[src/rtl/px_stream_pkg.sv]
// Shared defaults and types for the pixel stream drain.
package px_stream_pkg;

    localparam int unsigned DEF_DATA_WIDTH = 8;
    localparam int unsigned DEF_FIFO_DEPTH = 4;
    localparam int unsigned DEF_FRAME_SIZE = 64;

    typedef logic [DEF_DATA_WIDTH-1:0] pixel_t;

    // Counter width for a modulo-n count; never collapses to zero bits.
    function automatic int unsigned cnt_width(input int unsigned n);
        return (n > 1) ? $clog2(n) : 1;
    endfunction

endpackage

[src/rtl/px_fifo.sv]
// First-word fall-through pixel buffer: memory, pointers and occupancy count.
// Writes are only taken while the registered count shows free space, so a
// full buffer refuses a push even when a pop happens on the same edge.
module px_fifo
    import px_stream_pkg::*;
#(
    parameter int unsigned DATA_WIDTH = DEF_DATA_WIDTH,
    parameter int unsigned FIFO_DEPTH = DEF_FIFO_DEPTH
) (
    input  logic                  clock,
    input  logic                  reset,
    input  logic [DATA_WIDTH-1:0] wr_data,
    input  logic                  wr_en,
    output logic                  wr_space,
    output logic [DATA_WIDTH-1:0] rd_data,
    output logic                  rd_valid,
    input  logic                  rd_en,
    output logic                  pop
);

    localparam int unsigned PtrWidth = cnt_width(FIFO_DEPTH);
    localparam int unsigned CntWidth = PtrWidth + 1;
    localparam logic [CntWidth-1:0] DepthCnt = CntWidth'(FIFO_DEPTH);

    logic [DATA_WIDTH-1:0] mem_q [FIFO_DEPTH];
    logic [PtrWidth-1:0]   wr_ptr_q, wr_ptr_d;
    logic [PtrWidth-1:0]   rd_ptr_q, rd_ptr_d;
    logic [CntWidth-1:0]   count_q, count_d;
    logic                  do_push;
    logic                  do_pop;

    // Flags depend on the registered count only.
    always_comb begin
        wr_space = (count_q < DepthCnt);
        rd_valid = (count_q != '0);
        rd_data  = mem_q[rd_ptr_q];
        do_push  = wr_en & wr_space;
        do_pop   = rd_en & rd_valid;
        pop      = do_pop;
    end

    // Next-state for pointers and occupancy; power-of-two depth wraps naturally.
    always_comb begin
        wr_ptr_d = wr_ptr_q;
        rd_ptr_d = rd_ptr_q;
        count_d  = count_q;
        if (do_push) wr_ptr_d = wr_ptr_q + 1'b1;
        if (do_pop)  rd_ptr_d = rd_ptr_q + 1'b1;
        unique case ({do_push, do_pop})
            2'b10:   count_d = count_q + 1'b1;
            2'b01:   count_d = count_q - 1'b1;
            default: count_d = count_q;
        endcase
    end

    // Pointer and count registers.
    always_ff @(posedge clock or negedge reset) begin
        if (!reset) begin
            wr_ptr_q <= '0;
            rd_ptr_q <= '0;
            count_q  <= '0;
        end else begin
            wr_ptr_q <= wr_ptr_d;
            rd_ptr_q <= rd_ptr_d;
            count_q  <= count_d;
        end
    end

    // Storage; cleared on reset so the head reads zero out of reset.
    always_ff @(posedge clock or negedge reset) begin
        if (!reset) begin
            for (int i = 0; i < int'(FIFO_DEPTH); i++) begin
                mem_q[i] <= '0;
            end
        end else if (do_push) begin
            mem_q[wr_ptr_q] <= wr_data;
        end
    end

endmodule

[src/rtl/px_stream_drain.sv]
// Dataflow-to-AXI-Stream drain: buffers pixels and frames them with tlast.
// Optional macro PX_OVF_DETECT_EN adds the sticky overflow_err port.
module px_stream_drain
    import px_stream_pkg::*;
#(
    parameter int unsigned DATA_WIDTH = DEF_DATA_WIDTH,
    parameter int unsigned FIFO_DEPTH = DEF_FIFO_DEPTH,
    parameter int unsigned FRAME_SIZE = DEF_FRAME_SIZE
) (
    input  logic                  clock,
    input  logic                  reset,
    input  logic [DATA_WIDTH-1:0] in_data,
    input  logic                  in_wr,
    output logic                  in_full,
    output logic [DATA_WIDTH-1:0] m_tdata,
    output logic                  m_tvalid,
    input  logic                  m_tready,
    output logic                  m_tlast,
`ifdef PX_OVF_DETECT_EN
    output logic                  frame_done,
    output logic                  overflow_err
`else
    output logic                  frame_done
`endif
);

    localparam int unsigned BeatWidth = cnt_width(FRAME_SIZE);
    localparam logic [BeatWidth-1:0] LastBeat = BeatWidth'(FRAME_SIZE - 1);

    logic                 pop;
    logic [BeatWidth-1:0] beat_cnt_q, beat_cnt_d;
    logic                 frame_done_q, frame_done_d;

    // in_full is "space available" in the dataflow convention.
    px_fifo #(
        .DATA_WIDTH (DATA_WIDTH),
        .FIFO_DEPTH (FIFO_DEPTH)
    ) u_fifo (
        .clock    (clock),
        .reset    (reset),
        .wr_data  (in_data),
        .wr_en    (in_wr),
        .wr_space (in_full),
        .rd_data  (m_tdata),
        .rd_valid (m_tvalid),
        .rd_en    (m_tready),
        .pop      (pop)
    );

    // Frame position, tlast and the frame-complete pulse.
    always_comb begin
        m_tlast      = m_tvalid && (beat_cnt_q == LastBeat);
        beat_cnt_d   = beat_cnt_q;
        if (pop) beat_cnt_d = (beat_cnt_q == LastBeat) ? '0 : beat_cnt_q + 1'b1;
        frame_done_d = pop && m_tlast;
        frame_done   = frame_done_q;
    end

    // Beat counter and frame_done registers.
    always_ff @(posedge clock or negedge reset) begin
        if (!reset) begin
            beat_cnt_q   <= '0;
            frame_done_q <= 1'b0;
        end else begin
            beat_cnt_q   <= beat_cnt_d;
            frame_done_q <= frame_done_d;
        end
    end

`ifdef PX_OVF_DETECT_EN
    logic ovf_q;

    // Sticky flag for any write offered while no space was available.
    always_ff @(posedge clock or negedge reset) begin
        if (!reset) begin
            ovf_q <= 1'b0;
        end else if (in_wr && !in_full) begin
            ovf_q <= 1'b1;
        end
    end

    assign overflow_err = ovf_q;
`endif

endmodule

[config.mk]
export PLATFORM = sky130hd
export DESIGN_NAME = px_stream_drain
export DESIGN_NICKNAME = d
export VERILOG_FILES = /design/src/rtl/px_stream_pkg.sv /design/src/rtl/px_fifo.sv /design/src/rtl/px_stream_drain.sv
export SDC_FILE = /design/constraint.sdc
export NUM_CORES = 1
export LEC_CHECK = 0
export ABC_AREA = 1
export BUFFER_PORTS_ARGS = -buffer_cell sky130_fd_sc_hd__buf_2
export CORE_MARGIN = 1
export CORE_UTILIZATION = 55
export DETAILED_ROUTE_END_ITERATION = 10
export GPL_ROUTABILITY_DRIVEN = 0
export PLACE_DENSITY = 0.86
export SLEW_MARGIN = 20
export SYNTH_ARGS = -nofsm -noshare
export SYNTH_HDL_FRONTEND = slang
export SYNTH_SLANG_ARGS = --single-unit
[constraint.sdc]
create_clock -name clock -period 3.76 [get_ports clock]
set_input_delay 0.188 -clock clock [delete_from_list [all_inputs] [get_ports clock]]
set_output_delay 0.188 -clock clock [all_outputs]
set_load 0.03 [all_outputs]
# Word level (Yosys, flattened, before mapping)

Cells that the tools add are included.

Register bits: 46
Input bits: 12
Word-level logic and storage cells: 38

Order comparisons: 4
Equality and inequality tests: 3
Multiplexer cells: 8
Bitwise gates (word level): 4
Reduce and logical (&&, ||, !) cells: 5
$add $sub $neg: 5

Operators by type and width:

| operator                                                                     | count |
|---|---|
| 32-bit bitwise mux                                                           | 1 |
| 8-bit two-way mux                                                            | 3 |
| 8-bit binary-select mux with 2-bit select                                    | 1 |
| 8-bit demux with 2-bit select                                                | 1 |
| 6-bit by 1-bit adder with 6-bit output, second input constant                | 1 |
| 6-bit == test, second input constant                                         | 1 |
| 3-bit >= comparator, second input constant                                   | 2 |
| 6-bit two-way mux                                                            | 1 |
| 2-bit inverter with 3-bit output                                             | 2 |
| 3-bit one-hot mux with 2 select lines                                        | 1 |
| 2-bit by 1-bit adder with 2-bit output, second input constant                | 2 |
| 3-bit by 1-bit adder with 3-bit output, second input constant                | 1 |
| 1-bit logical AND                                                            | 3 |
| 3-bit by 1-bit less-than comparator with 1-bit output, second input constant | 1 |
| 3-bit less-than comparator, second input constant                            | 1 |
| 3-bit nonzero test                                                           | 1 |
| 3-bit by 1-bit subtractor with 3-bit output, second input constant           | 1 |
| 1-bit AND                                                                    | 2 |
| 2-bit by 1-bit == test with 1-bit output, second input constant              | 1 |
| 2-bit == test, second input constant                                         | 1 |
| 2-bit nonzero test                                                           | 1 |

# Logic depth before layout (Yosys ltp)

Gate-level depths: netlist of the first run.

Word-level depth: 6
Mapped depth: 8
Gate-level depth less buffers: 8

# Cells and area by module

A second synthesis of the first run with hierarchy kept.

Cells, all modules: 264
Area total of the unflattened synthesis: 2,347.3 µm²

By module, submodules not included:

| module          | instances | area an instance (µm²) | cells each |
|---|---|---|---|
| px_fifo         | 1         | 1,975.6                | 222 |
| px_stream_drain | 1         | 371.6                  | 42 |

# Worst setup path before layout of the first run

OpenSTA, ideal clock, no wires.

Path kind: register to register
Start point: register u_fifo.count_q[0]
End point: register u_fifo.count_q[2]
Data required time: 3,629 ps
Buffers on the path: 0
Cell stages (with the launch flop): 9
Clock period less this slack: 1,747 ps
Path slack: 2,013 ps
Setup time: 131 ps
Data arrival time: 1,616 ps
Cell sequence: dfrtp_1 > inv_1 > a21oi_4 > ha_1 > inv_1 > fa_1 > a21oi_1 > o21ai_0 > xor2_1

Cells in the longest elaborated chain, start to end: 4
Elaborated cells between the ends (all ways): 10
Those cells by class: 2 x add/sub; 1 x order compare; 2 x eq/ne; 1 x mux; 2 x bitwise; 2 x reduce/logical

RTL lines:

| element                                                                     | RTL line              | source |
|---|---|---|
| from (decl)                                                                 | px_fifo.sv:28         | `logic [CntWidth-1:0] count_q, count_d;` |
| from (signal assigned)                                                      | px_fifo.sv:65         | `count_q <= count_d;` |
| 3-bit nonzero test *                                                        | px_fifo.sv:35         | `rd_valid = (count_q != '0);` |
| 1-bit AND *                                                                 | px_fifo.sv:38         | `do_pop = rd_en & rd_valid;` |
| net pop                                                                     | px_stream_drain.sv:30 | `logic pop;` |
| 2-bit by 1-bit == test with 1-bit output or 2-bit == test (tied branches)   | px_fifo.sv:49         | `unique case ({do_push, do_pop})` |
| 3-bit one-hot mux with 2 select lines or 2-bit nonzero test (tied branches) | -                     |  |

The timed path passes the listed nets; every way through them passes the cells marked *.
A chain may end at the register's enable or synchronous reset.

# Worst setup path in the final report of the first run

Start point: register u_fifo.rd_ptr_q[0]
End point: output m_tdata[1]

Cells in the longest elaborated chain, start to end: 4

RTL lines:

| element                                                | RTL line              | source |
|---|---|---|
| from (decl)                                            | px_fifo.sv:27         | `logic [PtrWidth-1:0] rd_ptr_q, rd_ptr_d;` |
| from (signal assigned)                                 | px_fifo.sv:64         | `rd_ptr_q <= rd_ptr_d;` |
| 2-bit inverter with 3-bit output (implied by the code) | px_fifo.sv:36         | `rd_data = mem_q[rd_ptr_q];` |
| 8-bit binary-select mux with 2-bit select              | px_fifo.sv:36         |  |
| 8-bit two-way mux (implied by the code) (2 in series)  | px_fifo.sv:36         |  |
| to (decl)                                              | px_stream_drain.sv:15 | `output logic [DATA_WIDTH-1:0] m_tdata,` |

Every way passes these cells. The select of a mux whose other input is x is not followed.

==> results_tabular.tex, run 1 <==
\begin{tabular}{lr}
\hline
Metric & Value \\
\hline
\multicolumn{2}{l}{\textbf{Floorplanning}} \\
\quad Initial core utilization & 0.584 \\
\quad Number of placed I/O pins & 24 \\
\quad Vertical extent of the die & 64.8 µm \\
\quad Floorplan die area & 4200 µm² \\
\quad Total number of placement rows & 22 \\
\quad Core Area & 3720 µm² \\
\quad Die outline width & 64.8 µm \\
\multicolumn{2}{l}{\textbf{Global routing}} \\
\quad GRT overflow & 0 \\
\quad First-pass GRT wire length & 6940 µm \\
\quad Initial antenna violation count & 0 \\
\quad Number of global-route vias before repair & approximately 1,500 \\
\quad Total routing resource utilization after global routing & 0.218 \\
\quad Maximum number of pins on one net before global-route repair & 47 \\
\multicolumn{2}{l}{\textbf{Final layout}} \\
\quad Number of nets in the finished design & 278 \\
\quad Layout cells sized above 1 & 0.165 \\
\quad Count of inserted antenna diode cells & 0 \\
\quad Area growth, synth to finish & 9.57\% \\
\quad Leading cell types in the layout, fill and taps excluded & 46 x sky130\_fd\_sc\_hd\_\_nand2\_1, 46 x sky130\_fd\_sc\_hd\_\_dfrtp\_1, 32 x sky130\_fd\_sc\_hd\_\_o21ai\_1, 22 x sky130\_fd\_sc\_hd\_\_buf\_2, 21 x sky130\_fd\_sc\_hd\_\_nor2\_1 \\
\quad Final cell utilization of the core & 0.640 \\
\multicolumn{2}{l}{\textbf{Detailed routing}} \\
\quad WL met2 & 1780 µm \\
\quad DRC & 0 \\
\quad Met3 Wirelength & approximately 190 µm \\
\quad Average routed wire per standard cell & between 10 and 15 µm \\
\quad Length of the first detailed-routing pass in iterations & 4 \\
\quad Post-route met1 wirelength & roughly 1900 µm \\
\quad Routed via count divided by cell count & 5.23 \\
\quad Uppermost signal routing layer after detailed routing & met4 \\
\quad Total vias in the final route & 1,611 \\
\quad WL final & 3890 µm \\
\quad Number of nets with antenna violations after routing & 0 \\
\quad First DRT Iteration DRCs & 164 \\
\multicolumn{2}{l}{\textbf{Worst setup path}} \\
\quad Crit path max-delay cell type & sky130\_fd\_sc\_hd\_\_dfrtp\_1 \\
\quad Buffering stage count on the worst path with inverters included & 2 \\
\quad Kind of critical path & reg -> out \\
\quad Ordered list of cells on the worst path & inv\_2 > o21ai\_0 > o22ai\_1 > buf\_2 \\
\quad Required time at the worst-slack endpoint & 3570 ps \\
\quad Critical Path AT & 1780 ps \\
\quad Critical Path Source Type & register \\
\quad CP Capture Type & primary output \\
\quad Category of cells accounting for the largest share of critical-path delay & flip-flops \\
\quad Maximum fanout count along the critical path & 18 \\
\quad Max stage delay on crit path & 700 ps \\
\multicolumn{2}{l}{\textbf{Outcome}} \\
\quad Outcome & complete, no violations \\
\multicolumn{2}{l}{\textbf{STA}} \\
\quad Worst rel slew slack & 0.627 \\
\quad Clock skew & around 14 ps \\
\quad Slew Limit Fails & 0 \\
\quad Period utilisation layout & 0.524 \\
\quad Fin crit period & 1970 ps \\
\quad Worst hold slack & 173 ps \\
\quad Number of setup violations in the final report & 0 \\
\quad Transition at the pin with the smallest max-transition slack & 560 ps \\
\quad Highest clock frequency the design can meet & a little over 500 MHz \\
\quad Setup repair after global routing missed its margin & false \\
\quad Total Neg Setup Slack & 0 ps \\
\quad Hold Vio Cnt, Final & 0 \\
\multicolumn{2}{l}{\textbf{Yosys}} \\
\quad Count of cell types in the netlist & 25 \\
\quad Net count after synthesis & 255 \\
\quad Number of instances in the synthesized netlist & about 240 \\
\quad Flops \& latches, synth & 46 \\
\quad Mean Syn Cell Area & 9.20 µm² \\
\quad Sequential-to-total area share from yosys stat & 0.530 \\
\quad Synthesis Warnings & 0 \\
\quad Netlist area before placement & 2170 µm² \\
\multicolumn{2}{l}{\textbf{Clock tree}} \\
\quad CTS max path bufs & 2 \\
\quad CTS clk-pin slew, worst paths & 90 ps \\
\quad Clock tree root buffer cell & sky130\_fd\_sc\_hd\_\_clkbuf\_8 \\
\quad Num CTS Buffers & 5 \\
\quad Total number of H-tree levels & 2 \\
\quad TritonCTS clock tree & built \\
\quad Insertion delay of the later-clocked pin in the worst-skew pair & 300 ps \\
\quad Number of clock sinks seen by CTS & 46 \\
\multicolumn{2}{l}{\textbf{Placed design}} \\
\quad Post-detail-place hpwl & 2670 µm \\
\quad Number of port buffers & 23 \\
\multicolumn{2}{l}{\textbf{Job}} \\
\quad Count of max-cap constraint violations & 0 \\
\multicolumn{2}{l}{\textbf{Power}} \\
\quad Leakage power figure & 1.23 nW \\
\quad Areal power density over the cells & between 900 and 1000 nW/µm² \\
\quad Largest voltage drop on the vdd net & 0.467 mV \\
\multicolumn{2}{l}{\textbf{Hold path}} \\
\quad Path category of the worst min-delay check & in -> reg \\
\hline
\end{tabular}
worst register-to-register path, cell delays in order, from the launching register on:
cell	delay (ps)
sky130_fd_sc_hd__dfrtp_1	360
sky130_fd_sc_hd__inv_1	120
sky130_fd_sc_hd__a21oi_4	260
sky130_fd_sc_hd__ha_1	180
sky130_fd_sc_hd__inv_1	60
sky130_fd_sc_hd__fa_1	380
sky130_fd_sc_hd__a21oi_1	140
sky130_fd_sc_hd__o21ai_0	110
sky130_fd_sc_hd__xor2_1	150
through the flow:
step           instance area (µm²)  std cells  total power [mW]  setup slack (ps)
2_1_floorplan                 2170        236              1.64              2010
3_3_place_gp                  2280        299              1.82              1950
3_5_place_dp                  2280        299              1.87              1900
4_1_cts                       2370        307              2.16              1770
5_1_grt                       2380        308              2.32              1590
6_report                      2380        308              2.15              1790
report_power, final:
part | total (mW) | switching [mW] | leakage [nW] | internal, mW
sequential | 0.888 | 0.172 | 0.576 | 0.716
combinational | 0.964 | 0.627 | 0.605 | 0.337
clock | 0.298 | 0.167 | 0.0452 | 0.131
total | 2.15 | 0.965 | 1.23 | 1.18
area by class of cell:
type                       count  area (µm²)
multi-input combinational    160         866
inverter                      22        87.6
clock inverter                 2        13.8
clock buffer                   6        72.6
timing repair buffer          24         128
fill                         315        1340
sequential                    46        1150
tap                           48        60.1
worst paths after layout:
path	start	end	slack (ps)	cells after the start
setup / recovery	u_fifo.rd_ptr_q[0]$_DFFE_PN0P_	m_tdata[1]	1790	4
hold / removal	in_data[3]	u_fifo.mem_q[11]$_DFFE_PN0P_	170	3
setup reg to reg	u_fifo.count_q[0]$_DFFE_PN0P_	u_fifo.count_q[2]$_DFFE_PN0P_	1890	8
hold reg to reg	beat_cnt_q[4]$_DFFE_PN0P_	beat_cnt_q[4]$_DFFE_PN0P_	470	1
max in group asynchronous	reset	u_fifo.mem_q[25]$_DFFE_PN0P_	2960	2
min in group asynchronous	reset	beat_cnt_q[5]$_DFFE_PN0P_	410	2
routing by layer:
layer  track usage  vias to the layer above
met5             0                        -
met4        0.0694                        0
met3        0.0528                        6
met2         0.339                       36
met1         0.301                      753
li1              -                      816
sequential cells by signal (all words and copies together) (netlist names):
signal / cells
u_fifo.wr_ptr_q: 2
u_fifo.rd_ptr_q: 2
beat_cnt_q: 6
u_fifo.count_q: 3
frame_done: 1
u_fifo.mem_q: 32
kinds of logic (layout without fill, tap and decap cells):
group                      Yosys count  count (layout)  share of synthesized area
DFF                                 46              46                      0.530
and+or+nand+nor                     83              83                      0.171
buffers and inverters               30              54                     0.0709
xor gates and xnor gates             7               7                     0.0282
AOI/OAI and AO/OA                   63              63                      0.156
adders and majority gates            7               7                     0.0438
synth_stat cells (all sizes together):
cell	number	area, µm²
nand3	5	25.0
xnor2	3	26.3
ha	6	75.1
inv	22	87.6
buf	7	62.6
a21oi	2	21.3
fa	1	20.0
nor2	23	91.3
o21ai	52	260
dfrtp	46	1150
nand2	53	241
o22ai	8	50.1
nand4	2	12.5
xor2	4	35.0
clkbuf	1	3.75
o21bai	1	7.51
what timing repair did:
item / 4_1_cts / 5_1_grt
hold buffers: 0 / 1
setup buffers: 0 / 0
resized for setup: 0 / 0
endpoints found under the hold margin: 0 / 46
No activity file was read; power rests on OpenSTA's default activity.
==> run 2: changes to the inputs <==
--- a/config.mk
+++ b/config.mk
@@ -8,10 +8,10 @@
 export ABC_AREA = 1
 export BUFFER_PORTS_ARGS = -buffer_cell sky130_fd_sc_hd__buf_2
 export CORE_MARGIN = 1
-export CORE_UTILIZATION = 55
+export CORE_UTILIZATION = 52
 export DETAILED_ROUTE_END_ITERATION = 10
 export GPL_ROUTABILITY_DRIVEN = 0
-export PLACE_DENSITY = 0.86
+export PLACE_DENSITY = 0.85
 export SLEW_MARGIN = 20
 export SYNTH_ARGS = -nofsm -noshare
 export SYNTH_HDL_FRONTEND = slang
==> constraint.sdc (replaced) <==
create_clock -name clock -period 1.7 [get_ports clock]
set_input_delay 0.085 -clock clock [delete_from_list [all_inputs] [get_ports clock]]
set_output_delay 0.085 -clock clock [all_outputs]
set_load 0.03 [all_outputs]
==> results_tabular.tex, run 2 (same netlist as run 1, synthesis figures left out) <==
\begin{tabular}{lr}
\hline
Metric & Value \\
\hline
\multicolumn{2}{l}{\textbf{Worst setup path}} \\
\quad Critical Path Source Type & register \\
\quad CP Capture Type & register \\
\quad Path depth of the worst reg2reg path & 8 \\
\quad Last element of the critical path & u\_fifo.count\_q[2]\$\_DFFE\_PN0P\_ \\
\quad Startpoint of the worst setup timing path & u\_fifo.count\_q[2]\$\_DFFE\_PN0P\_ \\
\quad Critical Path AT & 1880 ps \\
\quad Maximum fanout count along the critical path & 2 \\
\quad Kind of critical path & reg -> reg \\
\quad Worst reg-to-reg setup slack & 2 ps \\
\quad Required time at the worst-slack endpoint & 1880 ps \\
\quad R2r endpoint & u\_fifo.count\_q[2]\$\_DFFE\_PN0P\_ \\
\quad Reg-to-reg startpoint & u\_fifo.count\_q[2]\$\_DFFE\_PN0P\_ \\
\multicolumn{2}{l}{\textbf{Outcome}} \\
\quad Outcome & complete, no violations \\
\multicolumn{2}{l}{\textbf{Clock tree}} \\
\quad Num CTS Buffers & 5 \\
\quad CTS max path bufs & 2 \\
\quad CTS clk-pin slew, worst paths & 90 ps \\
\quad Total number of H-tree levels & 2 \\
\quad TritonCTS clock tree & built \\
\quad Clock tree root buffer cell & sky130\_fd\_sc\_hd\_\_clkbuf\_8 \\
\quad Insertion delay of the later-clocked pin in the worst-skew pair & 300 ps \\
\quad Number of clock sinks seen by CTS & 46 \\
\multicolumn{2}{l}{\textbf{STA}} \\
\quad Fin crit period & 1700 ps \\
\quad Highest clock frequency the design can meet & 589 MHz \\
\quad Transition at the pin with the smallest max-transition slack & 678 ps \\
\quad Period utilisation layout & 0.999 \\
\quad Worst rel slew slack & 0.548 \\
\quad Number of setup violations in the final report & 0 \\
\quad Hold Vio Cnt, Final & 0 \\
\quad Worst hold slack & between 70 and 80 ps \\
\quad Total Neg Setup Slack & 0 ps \\
\quad Setup repair after global routing missed its margin & true \\
\quad Clock skew & roughly 9.9 ps \\
\quad Slew Limit Fails & 0 \\
\multicolumn{2}{l}{\textbf{Global routing}} \\
\quad Initial antenna violation count & 0 \\
\quad Total routing resource utilization after global routing & 0.210 \\
\quad First-pass GRT wire length & 6820 µm \\
\quad Maximum number of pins on one net before global-route repair & 31 \\
\quad Number of global-route vias before repair & 1,598 \\
\quad GRT overflow & 0 \\
\multicolumn{2}{l}{\textbf{Floorplanning}} \\
\quad Initial core utilization & 0.543 \\
\quad Number of placed I/O pins & 24 \\
\quad Core Area & 4000 µm² \\
\quad Total number of placement rows & 23 \\
\quad Floorplan die area & 4440 µm² \\
\quad Vertical extent of the die & 66.6 µm \\
\quad Die outline width & 66.6 µm \\
\multicolumn{2}{l}{\textbf{Final layout}} \\
\quad Count of inserted antenna diode cells & 0 \\
\quad Layout cells sized above 1 & 0.226 \\
\quad Leading cell types in the layout, fill and taps excluded & 46 x sky130\_fd\_sc\_hd\_\_nand2\_1, 44 x sky130\_fd\_sc\_hd\_\_dfrtp\_1, 33 x sky130\_fd\_sc\_hd\_\_o21ai\_1, 23 x sky130\_fd\_sc\_hd\_\_buf\_2, 21 x sky130\_fd\_sc\_hd\_\_nor2\_1 \\
\quad Area growth, synth to finish & 13.9\% \\
\quad Number of fillers in the final layout & roughly 350 \\
\quad Leading registers by flop count & u\_fifo.mem\_q: 32 flops, beat\_cnt\_q: 6 flops, u\_fifo.count\_q: 3 flops \\
\quad Final cell count without fillers & 320 \\
\quad Register ranked first by flip-flop count & u\_fifo.mem\_q \\
\quad Leading cell type in the layout, fill and taps excluded & sky130\_fd\_sc\_hd\_\_nand2\_1 \\
\quad Number of nets in the finished design & 288 \\
\quad Largest register FFs & 32 \\
\multicolumn{2}{l}{\textbf{Placed design}} \\
\quad Number of placed instances with taps included & 305 \\
\quad Number of port buffers & 23 \\
\quad Post-detail-place hpwl & around 2800 µm \\
\multicolumn{2}{l}{\textbf{Power}} \\
\quad Power Internal & $\sim$2.8 mW \\
\quad Switching pwr & 2.17 mW \\
\quad Part of the total power dissipated in combinational logic & 0.470 \\
\quad Largest voltage drop on the vdd net & $\sim$1.0 mV \\
\quad Leakage power figure & 1.27 nW \\
\quad Areal power density over the cells & 1990 nW/µm² \\
\quad Portion of total power attributed to the clock network & 0.133 \\
\quad Portion of total power attributed to sequential cells & 0.397 \\
\quad PnR Total Power & 4.93 mW \\
\quad Switch share & 0.441 \\
\multicolumn{2}{l}{\textbf{Hold path}} \\
\quad Path category of the worst min-delay check & in -> reg \\
\multicolumn{2}{l}{\textbf{Job}} \\
\quad Count of max-cap constraint violations & 0 \\
\multicolumn{2}{l}{\textbf{Detailed routing}} \\
\quad First DRT Iteration DRCs & 132 \\
\quad Length of the first detailed-routing pass in iterations & 4 \\
\quad Average routed wire per standard cell & 12.9 µm \\
\quad WL final & between 4000 and 5000 µm \\
\quad Total vias in the final route & roughly 1,700 \\
\quad Number of nets with antenna violations after routing & 0 \\
\quad DRC & 0 \\
\quad Routed via count divided by cell count & 5.17 \\
\hline
\end{tabular}
==> run 2: cell count changes in the layout (fill, tap and decap cells not counted), sizes merged <==
| cell | delta |
|---|---|
| buf | +10 |
==> run 2: metal layers <==
metal,track usage,routed length (µm),vias up
met5,0,0,-
met4,0.0718,47,0
met3,0.0634,258,5
met2,0.362,1950,44
met1,0.245,1870,773
li1,-,-,833
==> run 2: per-stage QoR <==
stage / worst slack (ps) / util / instance area (µm²)
after floorplan: 25.2 / - / 2180
after global placement: 73.9 / 0.579 / 2320
after detailed placement: 1.86 / 0.579 / 2320
after CTS: 16.6 / 0.607 / 2430
after global routing: -61.6 / 0.618 / 2470
final: 1.97 / 0.618 / 2470
==> run 2: timing repair <==
item | in CTS | in global routing
setup endpoints to repair | 1 | 10
hold endpoints to repair | 28 | 0
pin swaps | 2 | 5
buffers inserted | 2 | 4
resized for setup | 0 | 7
hold buffers | 1 | 0
==> run 2: power by group through the flow <==
stage,clock network [mW],logic [mW],registers (mW)
2_1_floorplan,0,1.82,1.82
3_3_place_gp,0,2.13,1.93
3_5_place_dp,0,2.20,1.96
4_1_cts,0.682,2.25,1.93
5_1_grt,0.724,2.59,2.01
6_report,0.654,2.32,1.96
==> run 2: area by class of cell <==
type / instances / area [µm²] / share of cell area
sequential: 46 / 1150 / 0.467
multi-input combinational: 160 / 880 / 0.356
timing repair buffer: 34 / 200 / 0.0810
inverter: 22 / 90.1 / 0.0364
clock buffer: 6 / 72.6 / 0.0294
tap: 50 / 62.6 / 0.0253
clock inverter: 2 / 13.8 / 0.00557
==> run 2: worst max-delay path: stages, from the launching register on <==
cell and delay [ps]:
sky130_fd_sc_hd__dfrtp_1 420, sky130_fd_sc_hd__nor2_4 70, sky130_fd_sc_hd__a21oi_4 160, sky130_fd_sc_hd__ha_2 190, sky130_fd_sc_hd__inv_2 50, sky130_fd_sc_hd__fa_2 360, sky130_fd_sc_hd__a21oi_2 110, sky130_fd_sc_hd__o21ai_1 80
sky130_fd_sc_hd__xor2_1 140
==> run 2: worst min path at each step <==
stage / startpoint / cells after the start / end / slack, ps
after floorplan: reset / 0 / beat_cnt_q[0]$_DFFE_PN0P_ / -210
after global placement: reset / 1 / u_fifo.mem_q[3]$_DFFE_PN0P_ / 150
after CTS: in_data[3] / 3 / u_fifo.mem_q[11]$_DFFE_PN0P_ / 60
after detailed placement: reset / 1 / u_fifo.mem_q[3]$_DFFE_PN0P_ / 160
after global routing: in_data[4] / 3 / u_fifo.mem_q[12]$_DFFE_PN0P_ / 70
final: in_data[4] / 3 / u_fifo.mem_q[4]$_DFFE_PN0P_ / 70
==> run 3: changes to the inputs <==
--- a/config.mk
+++ b/config.mk
@@ -8,10 +8,10 @@
 export ABC_AREA = 1
 export BUFFER_PORTS_ARGS = -buffer_cell sky130_fd_sc_hd__buf_2
 export CORE_MARGIN = 1
-export CORE_UTILIZATION = 52
+export CORE_UTILIZATION = 38
 export DETAILED_ROUTE_END_ITERATION = 10
 export GPL_ROUTABILITY_DRIVEN = 0
-export PLACE_DENSITY = 0.85
+export PLACE_DENSITY = 0.68
 export SLEW_MARGIN = 20
 export SYNTH_ARGS = -nofsm -noshare
 export SYNTH_HDL_FRONTEND = slang
==> results_tabular.tex, run 3 (same netlist as run 1, synthesis figures left out) <==
\begin{tabular}{lr}
\hline
Metric & Value \\
\hline
\multicolumn{2}{l}{\textbf{Job}} \\
\quad Count of max-cap constraint violations & 0 \\
\multicolumn{2}{l}{\textbf{Global routing}} \\
\quad Number of global-route vias before repair & 1,508 \\
\quad Global routing met3 resource utilization & 0.0306 \\
\quad GRT overflow & 0 \\
\quad Met1 routing resource usage after global routing & 0.211 \\
\quad Total routing resource utilization after global routing & 0.150 \\
\quad Initial antenna violation count & 0 \\
\quad Routing usage on met2 & 0.228 \\
\quad First-pass GRT wire length & 7080 µm \\
\quad Maximum number of pins on one net before global-route repair & 23 \\
\quad GRT Max-Usage Layer & met2 \\
\multicolumn{2}{l}{\textbf{Worst setup path}} \\
\quad Critical Path Source Type & register \\
\quad Reg-to-reg startpoint & u\_fifo.count\_q[1]\$\_DFFE\_PN0P\_ \\
\quad Required time at the worst-slack endpoint & 1890 ps \\
\quad Buffering stage count on the worst path with inverters included & 1 \\
\quad Crit path max-delay cell type & sky130\_fd\_sc\_hd\_\_dfrtp\_1 \\
\quad Path depth of the worst reg2reg path & 8 \\
\quad R2r endpoint & u\_fifo.count\_q[2]\$\_DFFE\_PN0P\_ \\
\quad Max stage delay on crit path & approximately 420 ps \\
\quad CP Capture Type & register \\
\quad Kind of critical path & reg -> reg \\
\quad Worst reg-to-reg setup slack & just over 50 ps \\
\quad Critical Path AT & 1840 ps \\
\quad Maximum fanout count along the critical path & 3 \\
\quad Category of cells accounting for the largest share of critical-path delay & adder cells \\
\quad Ordered list of cells on the worst path & nor2\_4 > a21oi\_4 > ha\_2 > inv\_2 > fa\_2 > a21oi\_2 > o21ai\_1 > xor2\_1 \\
\multicolumn{2}{l}{\textbf{Hold path}} \\
\quad Cells on Worst Hold Path & 3 \\
\quad Launch point of the worst hold path & in\_data[0] \\
\quad Hold-critical path endpoint & u\_fifo.mem\_q[0]\$\_DFFE\_PN0P\_ \\
\quad Path category of the worst min-delay check & in -> reg \\
\multicolumn{2}{l}{\textbf{Clock tree}} \\
\quad Number of clock sinks seen by CTS & 46 \\
\quad Clock tree root buffer cell & sky130\_fd\_sc\_hd\_\_clkbuf\_8 \\
\quad Insertion delay of the later-clocked pin in the worst-skew pair & 300 ps \\
\quad CTS clk-pin slew, worst paths & 90 ps \\
\quad CTS max path bufs & 2 \\
\quad Num CTS Buffers & 5 \\
\quad TritonCTS clock tree & built \\
\quad Total number of H-tree levels & 2 \\
\multicolumn{2}{l}{\textbf{Final layout}} \\
\quad Leading cell types in the layout, fill and taps excluded & 46 x sky130\_fd\_sc\_hd\_\_nand2\_1, 46 x sky130\_fd\_sc\_hd\_\_dfrtp\_1, 33 x sky130\_fd\_sc\_hd\_\_o21ai\_1, 23 x sky130\_fd\_sc\_hd\_\_buf\_2, 21 x sky130\_fd\_sc\_hd\_\_nor2\_1 \\
\quad Number of fillers in the final layout & between 500 and 600 \\
\quad Final cell utilization of the core & 0.452 \\
\quad Count of inserted antenna diode cells & 0 \\
\quad Layout cells sized above 1 & 0.203 \\
\quad Number of nets in the finished design & 284 \\
\quad Area growth, synth to finish & 14.6\% \\
\quad Largest register FFs & 32 \\
\quad Leading registers by flop count & u\_fifo.mem\_q: 32 flops, beat\_cnt\_q: 6 flops, u\_fifo.count\_q: 3 flops \\
\quad Register ranked first by flip-flop count & u\_fifo.mem\_q \\
\multicolumn{2}{l}{\textbf{Detailed routing}} \\
\quad DRC & 0 \\
\quad Average routed wire per standard cell & 12.2 µm \\
\quad First DRT Iteration DRCs & 99 \\
\quad Routed via count divided by cell count & 4.79 \\
\quad Number of nets with antenna violations after routing & 0 \\
\quad WL final & 4120 µm \\
\quad Length of the first detailed-routing pass in iterations & 4 \\
\quad Total vias in the final route & 1,620 \\
\multicolumn{2}{l}{\textbf{Power}} \\
\quad Leakage power figure & 1.26 nW \\
\quad Areal power density over the cells & 2000 nW/µm² \\
\quad PnR Total Power & 4.99 mW \\
\quad Largest voltage drop on the vdd net & 0.939 mV \\
\multicolumn{2}{l}{\textbf{STA}} \\
\quad Fin crit period & 1650 ps \\
\quad Highest clock frequency the design can meet & 606 MHz \\
\quad Clock skew & 9.61 ps \\
\quad Period utilisation layout & 0.970 \\
\quad Transition at the pin with the smallest max-transition slack & 490 ps \\
\quad Slew Limit Fails & 0 \\
\quad Hold Vio Cnt, Final & 0 \\
\quad Number of setup violations in the final report & 0 \\
\quad Worst rel slew slack & 0.673 \\
\quad Setup repair after global routing missed its margin & true \\
\multicolumn{2}{l}{\textbf{Outcome}} \\
\quad Outcome & complete, no violations \\
\multicolumn{2}{l}{\textbf{Floorplanning}} \\
\quad Number of placed I/O pins & 24 \\
\quad Floorplan die area & 6020 µm² \\
\quad Initial core utilization & 0.394 \\
\quad Core Area & around 5500 µm² \\
\quad Total number of placement rows & 27 \\
\quad Die outline width & 77.6 µm \\
\quad Vertical extent of the die & 77.6 µm \\
\multicolumn{2}{l}{\textbf{Placed design}} \\
\quad Post-detail-place hpwl & 2770 µm \\
\quad Number of port buffers & 23 \\
\hline
\end{tabular}
==> run 3: changes by cell type in the layout (fill, tap and decap cells not counted), sizes merged <==
| cell | previous run | this run |
|---|---|---|
| buf | 33 | 29 |
| bufinv | 0 | 1 |
| clkinv | 2 | 0 |
| clkinvlp | 0 | 1 |
==> run 3: where the power goes <==
group          internal [mW]  switching, mW
clock                  0.439          0.376
combinational          0.821           1.47
sequential              1.58          0.296
==> run 3: layout make-up <==
cell class / instances / area [µm²] / area share
Inverter: 22 / 87.6 / 0.0352
Tap cell: 72 / 90.1 / 0.0362
Clock buffer: 6 / 72.6 / 0.0292
Timing Repair Buffer: 30 / 170 / 0.0684
Clock inverter: 2 / 37.5 / 0.0151
Sequential cell: 46 / 1150 / 0.463
Multi-Input combinational cell: 160 / 880 / 0.353
==> run 3: worst max-delay path by stage <==
stage | endpoint | start | depth (start not counted) | slack (ps)
after global routing | u_fifo.count_q[2]$_DFFE_PN0P_ | u_fifo.count_q[2]$_DFFE_PN0P_ | 8 | -60
final | u_fifo.count_q[2]$_DFFE_PN0P_ | u_fifo.count_q[1]$_DFFE_PN0P_ | 8 | 50
after detailed placement | u_fifo.count_q[2]$_DFFE_PN0P_ | u_fifo.count_q[2]$_DFFE_PN0P_ | 8 | 50
after CTS | u_fifo.count_q[2]$_DFFE_PN0P_ | u_fifo.count_q[1]$_DFFE_PN0P_ | 8 | 30
after floorplan | u_fifo.count_q[2]$_DFFE_PN0P_ | u_fifo.count_q[1]$_DFFE_PN0P_ | 8 | 30
after global placement | u_fifo.count_q[2]$_DFFE_PN0P_ | u_fifo.count_q[1]$_DFFE_PN0P_ | 8 | 60
==> run 3: worst min-delay path, cell delays in order <==
cell and delay [ps]:
sky130_fd_sc_hd__buf_2 70, sky130_fd_sc_hd__inv_1 60, sky130_fd_sc_hd__o21ai_1 120
==> run 3: timing repair <==
action / CTS / global route
hold buffers: 1 / 0
hold endpoints to repair: 20 / 0
resized for setup: 0 / 3
endpoints found under the setup margin: 0 / 1
setup buffers: 0 / 1
==> run 3: layer usage <==
layer  up-vias  part of all wire
li1        827                 -
met4         0             0.011
met2        34              0.44
met5         -                 0
met1       754              0.50
met3         5             0.049
==> run 3: stage by stage <==
stage | setup WS [ps] | cells | hold slack (ps) | TNS (ps) | area (µm²)
final | 50.6 | 338 | 78.1 | 0 | 2490
after global routing | -55.2 | 338 | 96.8 | -55.2 | 2490
after CTS | 27.0 | 337 | 81.0 | 0 | 2470
after floorplan | 25.2 | 236 | -211 | 0 | 2180
after global placement | 63.4 | 328 | 73.2 | 0 | 2350
after detailed placement | 52.4 | 328 | 81.4 | 0 | 2350
